==> config.mk <==
export PLATFORM = sky130hd
export DESIGN_NAME = data_buf_writer_flat
export DESIGN_NICKNAME = d
export VERILOG_FILES = /design/src/rtl/data_buf_writer_if.sv /design/src/rtl/data_buf_writer.sv /design/src/flat_wrapper.sv
export SDC_FILE = /design/constraint.sdc
export NUM_CORES = 1
export LEC_CHECK = 0
export BUFFER_PORTS_ARGS = -buffer_cell sky130_fd_sc_hd__buf_2
export CORE_UTILIZATION = 55
export CTS_BUF_LIST = sky130_fd_sc_hd__clkbuf_4
export CTS_CLUSTER_SIZE = 8
export DETAILED_ROUTE_END_ITERATION = 10
export GPL_TIMING_DRIVEN = 0
export PLACE_DENSITY = 0.77
export RECOVER_POWER = 25
export SYNTH_ARGS = -nofsm -noshare
export SYNTH_HDL_FRONTEND = slang
export SYNTH_SLANG_ARGS = --single-unit
==> constraint.sdc <==
create_clock -name clk -period 3.8 [get_ports clk]
set_clock_uncertainty 0.05 [all_clocks]
set_input_delay 0.19 -clock clk [delete_from_list [all_inputs] [get_ports clk]]
set_output_delay 0.19 -clock clk [all_outputs]
set_load 0.05 [all_outputs]
==> src/rtl/data_buf_writer_if.sv <==
// Byte-stream input and buffer write-port signals of the capture buffer writer.
// master: the writer (consumes bytes, drives the buffer write port).
// slave:  the environment (supplies bytes, observes the write port).
interface data_buf_writer_if;
  logic [7:0]  i_data;
  logic        i_valid;
  logic        o_ready;
  logic [11:0] o_wraddress;
  logic [31:0] o_data;
  logic        o_wren;

  modport master (
    input  i_data, i_valid,
    output o_ready, o_wraddress, o_data, o_wren
  );

  modport slave (
    output i_data, i_valid,
    input  o_ready, o_wraddress, o_data, o_wren
  );
endinterface

==> src/rtl/data_buf_writer.sv <==
// Packs a byte stream into 32-bit words for the 4096x32 capture buffer.
// Byte n of a frame lands in lane n[1:0] of word n[13:2], so the buffer's
// byte read port returns byte n at rdaddress = n.
//
// state | meaning
// IDLE  | waiting for i_start; bytes are dropped
// FILL  | accepting bytes, one word written per 4 bytes
// FLUSH | write cycle for a final partial word (padded with FILL_BYTE)
// DONE  | one-cycle o_done pulse, then back to IDLE
module data_buf_writer #(
  parameter logic [7:0] FILL_BYTE = 8'h00,
  parameter int         MAX_BYTES = 16384
) (
  input  logic                   clk,
  input  logic                   rst_n,
  input  logic                   i_start,
  input  logic [14:0]            i_len,
  data_buf_writer_if.master      bus,
  output logic                   o_busy,
  output logic                   o_done,
  output logic [14:0]            o_byte_cnt,
  output logic                   o_drop
);

  typedef enum logic [1:0] {IDLE, FILL, FLUSH, DONE} state_t;

  localparam logic [14:0] MAX_LEN = 15'(MAX_BYTES);

  state_t      state_q, state_d;
  logic [14:0] len_q, len_d;
  logic [14:0] byte_cnt_q, byte_cnt_d;
  logic [31:0] pack_q, pack_d;
  logic [31:0] data_q, data_d;
  logic [11:0] addr_q, addr_d;
  logic        wren_q, wren_d;
  logic        busy_q, busy_d;
  logic        done_q, done_d;
  logic        drop_q, drop_d;

  logic [1:0]  lane;
  logic        accept;
  logic        last;

  assign lane   = byte_cnt_q[1:0];
  assign accept = (state_q == FILL) && bus.i_valid;
  assign last   = (byte_cnt_q + 15'd1) == len_q;

  // Next-state, packing and registered-output computation.
  always_comb begin
    state_d    = state_q;
    len_d      = len_q;
    byte_cnt_d = byte_cnt_q;
    pack_d     = pack_q;
    data_d     = data_q;
    addr_d     = addr_q;
    wren_d     = 1'b0;
    drop_d     = drop_q;

    // Any byte offered outside FILL is lost; an honoured start below wins.
    if (bus.i_valid && (state_q != FILL)) drop_d = 1'b1;

    case (state_q)
      IDLE: begin
        if (i_start) begin
          drop_d     = 1'b0;
          byte_cnt_d = '0;
          pack_d     = {4{FILL_BYTE}};
          if (i_len == 15'd0) begin
            state_d = DONE;
          end else begin
            len_d   = (i_len > MAX_LEN) ? MAX_LEN : i_len;
            state_d = FILL;
          end
        end
      end
      FILL: begin
        if (accept) begin
          // Lane 0 pre-pads the upper lanes so a partial word is ready as-is.
          if (lane == 2'd0) pack_d = {{3{FILL_BYTE}}, bus.i_data};
          else              pack_d[{lane, 3'b000} +: 8] = bus.i_data;
          byte_cnt_d = byte_cnt_q + 15'd1;
          if ((lane == 2'd3) || last) begin
            wren_d = 1'b1;
            data_d = pack_d;
            addr_d = byte_cnt_q[13:2];
          end
          if (last) state_d = (lane == 2'd3) ? DONE : FLUSH;
        end
      end
      FLUSH:   state_d = DONE;
      DONE:    state_d = IDLE;
      default: state_d = IDLE;
    endcase

    busy_d = (state_d == FILL) || (state_d == FLUSH);
    done_d = (state_d == DONE);
  end

  // State and output registers with synchronous active-low reset.
  always_ff @(posedge clk) begin
    if (!rst_n) begin
      state_q    <= IDLE;
      len_q      <= '0;
      byte_cnt_q <= '0;
      pack_q     <= '0;
      data_q     <= '0;
      addr_q     <= '0;
      wren_q     <= 1'b0;
      busy_q     <= 1'b0;
      done_q     <= 1'b0;
      drop_q     <= 1'b0;
    end else begin
      state_q    <= state_d;
      len_q      <= len_d;
      byte_cnt_q <= byte_cnt_d;
      pack_q     <= pack_d;
      data_q     <= data_d;
      addr_q     <= addr_d;
      wren_q     <= wren_d;
      busy_q     <= busy_d;
      done_q     <= done_d;
      drop_q     <= drop_d;
    end
  end

  assign bus.o_ready       = (state_q == FILL);
  assign bus.o_wraddress   = addr_q;
  assign bus.o_data        = data_q;
  assign bus.o_wren        = wren_q;
  assign o_busy            = busy_q;
  assign o_done            = done_q;
  assign o_byte_cnt        = byte_cnt_q;
  assign o_drop            = drop_q;

endmodule

==> src/flat_wrapper.sv <==
// flat-port wrapper written by rule: the top's interface ports become plain ports
module data_buf_writer_flat 
#(
  parameter logic [7:0] FILL_BYTE = 8'h00,
  parameter int         MAX_BYTES = 16384
)
  (clk, rst_n, i_start, i_len, o_busy, o_done, o_byte_cnt, o_drop, bus_i_data, bus_i_valid, bus_o_ready, bus_o_wraddress, bus_o_data, bus_o_wren);
  data_buf_writer_if bus_i ();
  input  logic clk;
  input  logic rst_n;
  input  logic i_start;
  input  logic [14:0] i_len;
  output logic o_busy;
  output logic o_done;
  output logic [14:0] o_byte_cnt;
  output logic o_drop;
  input wire logic [$bits(bus_i.i_data)-1:0] bus_i_data;
  input wire logic [$bits(bus_i.i_valid)-1:0] bus_i_valid;
  output wire logic [$bits(bus_i.o_ready)-1:0] bus_o_ready;
  output wire logic [$bits(bus_i.o_wraddress)-1:0] bus_o_wraddress;
  output wire logic [$bits(bus_i.o_data)-1:0] bus_o_data;
  output wire logic [$bits(bus_i.o_wren)-1:0] bus_o_wren;
  assign bus_i.i_data = bus_i_data;
  assign bus_i.i_valid = bus_i_valid;
  assign bus_o_ready = bus_i.o_ready;
  assign bus_o_wraddress = bus_i.o_wraddress;
  assign bus_o_data = bus_i.o_data;
  assign bus_o_wren = bus_i.o_wren;
  data_buf_writer #(.FILL_BYTE(FILL_BYTE), .MAX_BYTES(MAX_BYTES)) u_core (.clk(clk), .rst_n(rst_n), .i_start(i_start), .i_len(i_len), .bus(bus_i), .o_busy(o_busy), .o_done(o_done), .o_byte_cnt(o_byte_cnt), .o_drop(o_drop));
endmodule
==> results of run 1 <==
## final timing paths
kind / end / cells after the start / start
max: u_core.o_busy / 12 / u_core.o_byte_cnt[0]
min: u_core.pack_q[0] / 3 / bus_i_data[0]
max reg2reg: u_core.o_busy / 12 / u_core.o_byte_cnt[0]
min reg2reg: u_core.bus.o_data[2] / 2 / u_core.bus.o_data[2]
## per-layer routing
| metal | vias up | wire length (um) | part of all wire, % | GRT usage, % |
|---|---|---|---|---|
| li1 | 3092 | - | - | - |
| met2 | 309 | 8620 | 45 | 52.5 |
| met1 | 3053 | 8800 | 46 | 46.2 |
| met4 | 0 | 248 | 1.3 | 9.46 |
| met3 | 19 | 1560 | 8.1 | 4.36 |
| met5 | - | 0 | 0 | 0 |
## report_power, final
part | internal, mW | switching [mW] | leakage, nW
registers | 1.19 | 0.0123 | 0.905
logic | 0.101 | 0.211 | 1.40
clock network | 0.128 | 0.408 | 0.0605
## sequential cells by signal, summed over array words and instances (netlist names)
signal / count
u_core.bus.o_data: 32
u_core.bus.o_wraddress: 12
u_core.bus.o_wren: 1
u_core.len_q: 15
u_core.o_busy: 1
u_core.state_q: 2
u_core.o_done: 1
u_core.o_drop: 1
u_core.o_byte_cnt: 15
u_core.pack_q: 32
## stage by stage
step	instance area, sq um	total power [mW]
final	7120	2.05
after global routing	7120	2.11
after CTS	7170	2.04
after global placement	6870	1.51
after floorplan	6250	1.42
after detailed placement	6870	1.51
## layout by cell type, fill, tap and decap left out, types with 3 or more instances in the layout
cell and n:
ha_1 6, o21a_1 5, o21ai_0 28, a21boi_0 15, and2_1 10, nor2_1 26
o211ai_1 24, xor2_1 7, nand3_1 84, buf_2 55, nand2_1 70, and3_1 9
clkbuf_1 100, a31oi_1 10, mux2_2 8, nor4_1 11, or4_1 38, a21oi_1 35
buf_6 8, xnor2_1 12, a22oi_1 35, clkbuf_4 9, inv_1 5, nor3_1 7
nand4_1 21, nor2b_1 41, nand4b_1 8, a211o_1 3, clkinv_2 4, o221ai_1 12
dfxtp_1 110, nand2b_1 28, dlygate4sd3_1 19, nand3b_1 8
## worst min-delay path: cells and delay by family
| family | cells | cell delay [ns] |
|---|---|---|
| buffers and inverters | 1 | 0.17 |
| AND/OR/NAND/NOR | 1 | 0.10 |
| AO/OA/AOI/OAI | 1 | 0.09 |
## area by class of cell
type	instances	share of cell area [%]
inverters	6	0.334
clock inverters	7	0.545
multi-input cells	581	50.7
repair buffers	108	8.18
flip-flops and latches	112	31.5
plain buffers	79	5.26
clock buffers	9	0.950
well taps	140	2.46
## kinds of logic (layout without fill, tap and decap cells)
family / count (synthesis) / in the layout / synth area share, %
xor gates and xnor gates: 19 / 19 / 2.66
adders and majority gates: 6 / 6 / 1.20
and+or+nand+nor: 371 / 371 / 33.4
AOI/OAI and AO/OA: 177 / 177 / 19.0
DFF: 112 / 112 / 35.9
muxes: 8 / 8 / 1.44
buffers and inverters: 86 / 209 / 6.39
## repair_timing
action,4_1_cts,5_1_grt
gates resized for setup,2,1
endpoints found under the hold margin,19,0
endpoints found under the setup margin,7,4
hold buffers,19,0
==> run_results.csv, run 1 <==
group,metric,value,unit
outcome,status,"completed",
die,core,10900,sq um
yosys,yosysTopAreaCellShare,35.9,%
placed_design,gp_congestion,0.931,
worst_setup_path,critPathMostFrequentCell,"ha_1",
yosys,synth_fp_nets,812,
sta,rsz0062_at_grt,"no",
global_routing,grt_use_total,32.9,%
worst_setup_path,path_cells,"clkbuf_2 > clkinv_2 > ha_1 > xor2_1 > nor3_1 > o2111ai_1 > a211o_1 > clkbuf_1 > or3_4 > o31a_1 > ha_1 > and2_1",
layout,fin_nets,930,
worst_setup_path,path_buf_inv,3,
sta,timing.fmax,272,MHz
die,fp-row-count,38,
yosys,netlist_top_cells_area,"dfxtp_1, nand3_1, or4_1",
pwr,p_leak,2.36,nW
die,floorplan.die.height,109,um
sta,fin_setup_tns,0,ns
yosys,synth_area_per_cell,8.02,sq um
route,antenna_left,0,
clock_tree,cts_max_level,3,
sta,holdWs,0.0314,ns
yosys,ys_types,49,
sta,hold_viol_final,0,
clock_tree,clk_latency,0.49,ns
yosys,synth-seq-area-share,35.9,%
clock_tree,cts_buffer_depth,2,
worst_setup_path,rrSetupSlack,0.12,ns
global_routing,antenna_found_initial,0,
layout,area_growth,13.8,%
yosys,synth_edf_count,0,
route,drc,0,
yosys,ys_warn_count,0,
die,start_util,57.2,%
sta,min_period_over_period,96.9,%
clock_tree,cts_tree,"done",
layout,layout-drive-gt1-share,10.9,%
worst_setup_path,cp-end-kind,"register",
layout,ff_latch_area,2240,sq um
yosys,async_flop_share,0,%
yosys,syn_inst,779,
route,drt-wirelength-per-cell,18.4,um
yosys,ys_top_cells_by_count,"dfxtp_1, nand3_1, nand2_1, clkbuf_1, nor2b_1",
worst_setup_path,cp.arrival,4.04,ns
global_routing,grt_remaining_overflow,0,
sta,worst_slew_pin_slew,1.05,ns
sta,layout_setup_ws,0.119,ns
worst_setup_path,path_delay_family,"compound AO/OA/AOI/OAI gates",
placed_design,place.detailed.hpwl,14.1,mm
run,cap_violations,0,
placed_design,dp.cells,1008,
route,drt_iter0_drc,701,
global_routing,grt_first_pass_wirelength,29.7,mm
min_path,hold_class,"in -> reg",
placed_design,portBuffers,89,
clock_tree,cts_root_buffer,"clkbuf_4",
worst_setup_path,path_max_fanout,10,
global_routing,grt_pass1_vias,5713,
worst_setup_path,cp-start-kind,"register",
pwr,p_per_area,288,nW/um^2
sta,relSlewSlack,29.6,%
layout,n_antenna_cell,0,
route,routed_wl,19.2,mm
layout,stdcell_count,1042,
route,vias,6473,
placed_design,preCtsSetupSlack,-0.245,ns
worst_setup_path,cp_slowest_cell,"dfxtp_2",
die,dieArea,11800,sq um
worst_setup_path,path_class,"reg -> reg",
route,viasPerCell,6.21,
die,dieWidth,109,um
sta,slew_viol_final,0,
yosys,synth_top_area_cell,"dfxtp_1",
clock_tree,cts_setup_buffers,0,
yosys,syn_area,6250,sq um
clock_tree,numCtsBuffers,9,
clock_tree,clock-sinks,112,
yosys,yosysMostFrequentCell,"dfxtp_1",
layout,multiInputGateArea,3610,sq um
route,drtPass1Iterations,6,
sta,setup_viol,0,
worst_setup_path,worst_ep_required_time,4.16,ns
pwr,ir_drop,0.000203,V
yosys,ys_ff_latch,112,
clock_tree,clk_pin_slew,0.17,ns
worst_setup_path,max_stage_delay,0.47,ns
global_routing,grt_max_degree,18,
layout,final_core_util,65.1,%
yosys,synth_flop_cell,"dfxtp_1",
layout,n_fill_cell,995,
sta,fin_crit,3.68,ns
die,pin_count,91,
Note: power is estimated with default switching activity, not from simulation.
==> run 2: changes to the inputs <==
--- a/config.mk
+++ b/config.mk
@@ -6,12 +6,12 @@
 export NUM_CORES = 1
 export LEC_CHECK = 0
 export BUFFER_PORTS_ARGS = -buffer_cell sky130_fd_sc_hd__buf_2
-export CORE_UTILIZATION = 55
+export CORE_UTILIZATION = 60
 export CTS_BUF_LIST = sky130_fd_sc_hd__clkbuf_4
 export CTS_CLUSTER_SIZE = 8
 export DETAILED_ROUTE_END_ITERATION = 10
 export GPL_TIMING_DRIVEN = 0
-export PLACE_DENSITY = 0.77
+export PLACE_DENSITY = 0.83
 export RECOVER_POWER = 25
 export SYNTH_ARGS = -nofsm -noshare
 export SYNTH_HDL_FRONTEND = slang
==> run 2 against run 1 <==
Effect of this change:
- utilization increased by 6.6 points
- non-clock buffer count decreased by 5
- critical path depth decreased by 1
- sequential cell count unchanged
- via count decreased by 0.45%
- routed wire length decreased by 3.3%
- first-iteration DRC count decreased by 12%
- worst hold slack got worse by 0.025 ns
- worst setup slack got worse by 0.019 ns
- critical endpoint unchanged
- highest routed layer unchanged
==> run_results.csv, run 2 (synthesis results as in run 1) <==
group,metric,value,unit
pwr,p_per_area,314,nW/um^2
worst_setup_path,max_stage_delay,0.48,ns
die,fp-row-count,36,
layout,final_common_cell,"dfxtp_1",
route,routed_wl,18.6,mm
layout,n_fill_cell,840,
global_routing,grt_remaining_overflow,0,
sta,timing.fmax,270,MHz
worst_setup_path,regToRegEndpoint,"u_core.o_busy",
min_path,hold_class,"in -> reg",
global_routing,grt_first_pass_wirelength,29.4,mm
route,wl_met3,1.76,mm
route,antenna_left,0,
worst_setup_path,path_delay_family,"simple AND/OR/NAND/NOR gates",
clock_tree,cts_buffer_depth,2,
layout,area_growth,14.1,%
worst_setup_path,reg2reg_from,"u_core.o_byte_cnt[0]",
pwr,p_leak,2.38,nW
sta,rsz0062_at_grt,"no",
route,drt-wirelength-per-cell,18.0,um
worst_setup_path,path_buf_inv,2,
layout,layout-drive-gt1-share,11.1,%
worst_setup_path,cp-end-kind,"register",
clock_tree,clk_pin_slew,0.16,ns
worst_setup_path,path_cells,"ha_1 > buf_2 > nand4_1 > nor4_4 > xnor2_1 > or3_4 > buf_6 > or3_4 > o31a_1 > ha_1 > and2_1",
placed_design,gp_congestion,0.991,
min_path,whs_endpoint,"u_core.len_q[0]",
clock_tree,numCtsBuffers,9,
clock_tree,cts_tree,"done",
die,dieWidth,104,um
die,start_util,62.8,%
global_routing,grt_use_total,34.1,%
route,met1Wirelength,8.38,mm
die,floorplan.die.height,104,um
worst_setup_path,rrSetupSlack,0.1,ns
sta,worst_slew_pin_slew,0.920,ns
clock_tree,clk_latency,0.48,ns
route,drt_iter0_drc,619,
worst_setup_path,cp_slowest_cell,"dfxtp_2",
route,drtPass1Iterations,7,
route,highest_layer,"met4",
sta,min_period_over_period,97.4,%
worst_setup_path,worst_ep_required_time,4.14,ns
sta,relSlewSlack,38.3,%
outcome,status,"completed",
worst_setup_path,cp-start-kind,"register",
clock_tree,cts_root_buffer,"clkbuf_4",
route,vias,6444,
route,dr_wl_met2,8.06,mm
clock_tree,cts_max_level,3,
pwr,ir_drop,0.000171,V
pwr,finalPower,2.24,mW
min_path,worstHoldPathCells,3,
worst_setup_path,path_max_fanout,10,
global_routing,grt_max_degree,18,
route,drc,0,
route,viasPerCell,6.26,
worst_setup_path,path_class,"reg -> reg",
layout,n_antenna_cell,0,
placed_design,place.detailed.hpwl,13.6,mm
clock_tree,cts_setup_buffers,0,
sta,hold_viol_final,0,
sta,slew_viol_final,0,
layout,final_core_util,71.7,%
global_routing,grt_pass1_vias,5772,
sta,fin_crit,3.70,ns
placed_design,portBuffers,89,
die,core,9950,sq um
sta,holdWs,0.00621,ns
die,pin_count,91,
die,dieArea,10800,sq um
layout,mostFrequentLayoutCells,"dfxtp_1, clkbuf_1, nand3_1",
clock_tree,clock-sinks,112,
worst_setup_path,r2r_cells,11,
worst_setup_path,cp.arrival,4.04,ns
min_path,holdCritStartpoint,"i_len[0]",
run,cap_violations,0,
global_routing,antenna_found_initial,0,
sta,setup_viol,0,
layout,fin_nets,925,
run 2: cell types whose count changed in the layout (fill, tap and decap cells not counted):
| cell | change |
|---|---|
| dlygate4sd3_1 | -5 |
| bufinv_16 | +3 |
| clkinv_1 | -2 |
| buf_2 | +1 |
| clkbuf_2 | -1 |
| clkbuf_4 | +1 |
| clkinv_2 | -1 |
| clkinv_4 | -1 |
run 2: cell type report:
type | count | area, sq um | share of cell area (%)
timing repair buffer | 103 | 532 | 7.45
buffer | 79 | 374 | 5.24
tap | 133 | 166 | 2.33
sequential | 112 | 2240 | 31.5
clock inverter | 6 | 108 | 1.51
clock buffer | 10 | 75.1 | 1.05
inverter | 6 | 23.8 | 0.333
multi-input combinational | 581 | 3610 | 50.6
run 2: worst min-delay path, delay by kind of cell:
family          cells  cell delay, ns
simple gates        1            0.14
compound gates      1            0.10
buf+inv             1            0.09
run 2: worst max path at each step:
stage / cells past startpoint / end / startpoint / slack (ns)
2_1_floorplan: 13 / u_core.o_busy / u_core.o_byte_cnt[0] / 0.20
3_3_place_gp: 13 / u_core.o_busy / u_core.o_byte_cnt[0] / -0.1
3_5_place_dp: 13 / u_core.o_busy / u_core.o_byte_cnt[0] / -0.16
4_1_cts: 11 / u_core.o_busy / u_core.o_byte_cnt[1] / 0.06
5_1_grt: 12 / u_core.o_busy / u_core.o_byte_cnt[0] / 0.005
6_report: 11 / u_core.o_busy / u_core.o_byte_cnt[0] / 0.1
run 2: stage by stage:
| step | cells | setup WS, ns | setup TNS [ns] | cell area (sq um) |
|---|---|---|---|---|
| after detailed placement | 1001 | -0.157 | -0.219 | 6860 |
| after global placement | 1001 | -0.0960 | -0.0960 | 6860 |
| after CTS | 1031 | 0.0590 | 0 | 7190 |
| final | 1030 | 0.0997 | 0 | 7130 |
| after floorplan | 779 | 0.202 | 0 | 6250 |
| after global routing | 1030 | 0.00510 | 0 | 7130 |
run 2: where the power goes:
group | internal [mW] | switching, mW | total [mW] | leakage, nW
Combinational | 0.0978 | 0.207 | 0.304 | 1.38
Clock | 0.338 | 0.397 | 0.735 | 0.0964
Sequential | 1.19 | 0.0127 | 1.20 | 0.905
run 2: repair_timing:
action	in CTS	in global routing
hold endpoints to repair	14	0
hold buffers	14	0
endpoints found under the setup margin	2	1
resized for setup	2	2
run 2: layer usage:
layer	track usage (%)	up-vias
li1	-	3077
met1	49.3	2972
met2	51.9	352
met3	5.39	43
met4	11.2	0
met5	0	-
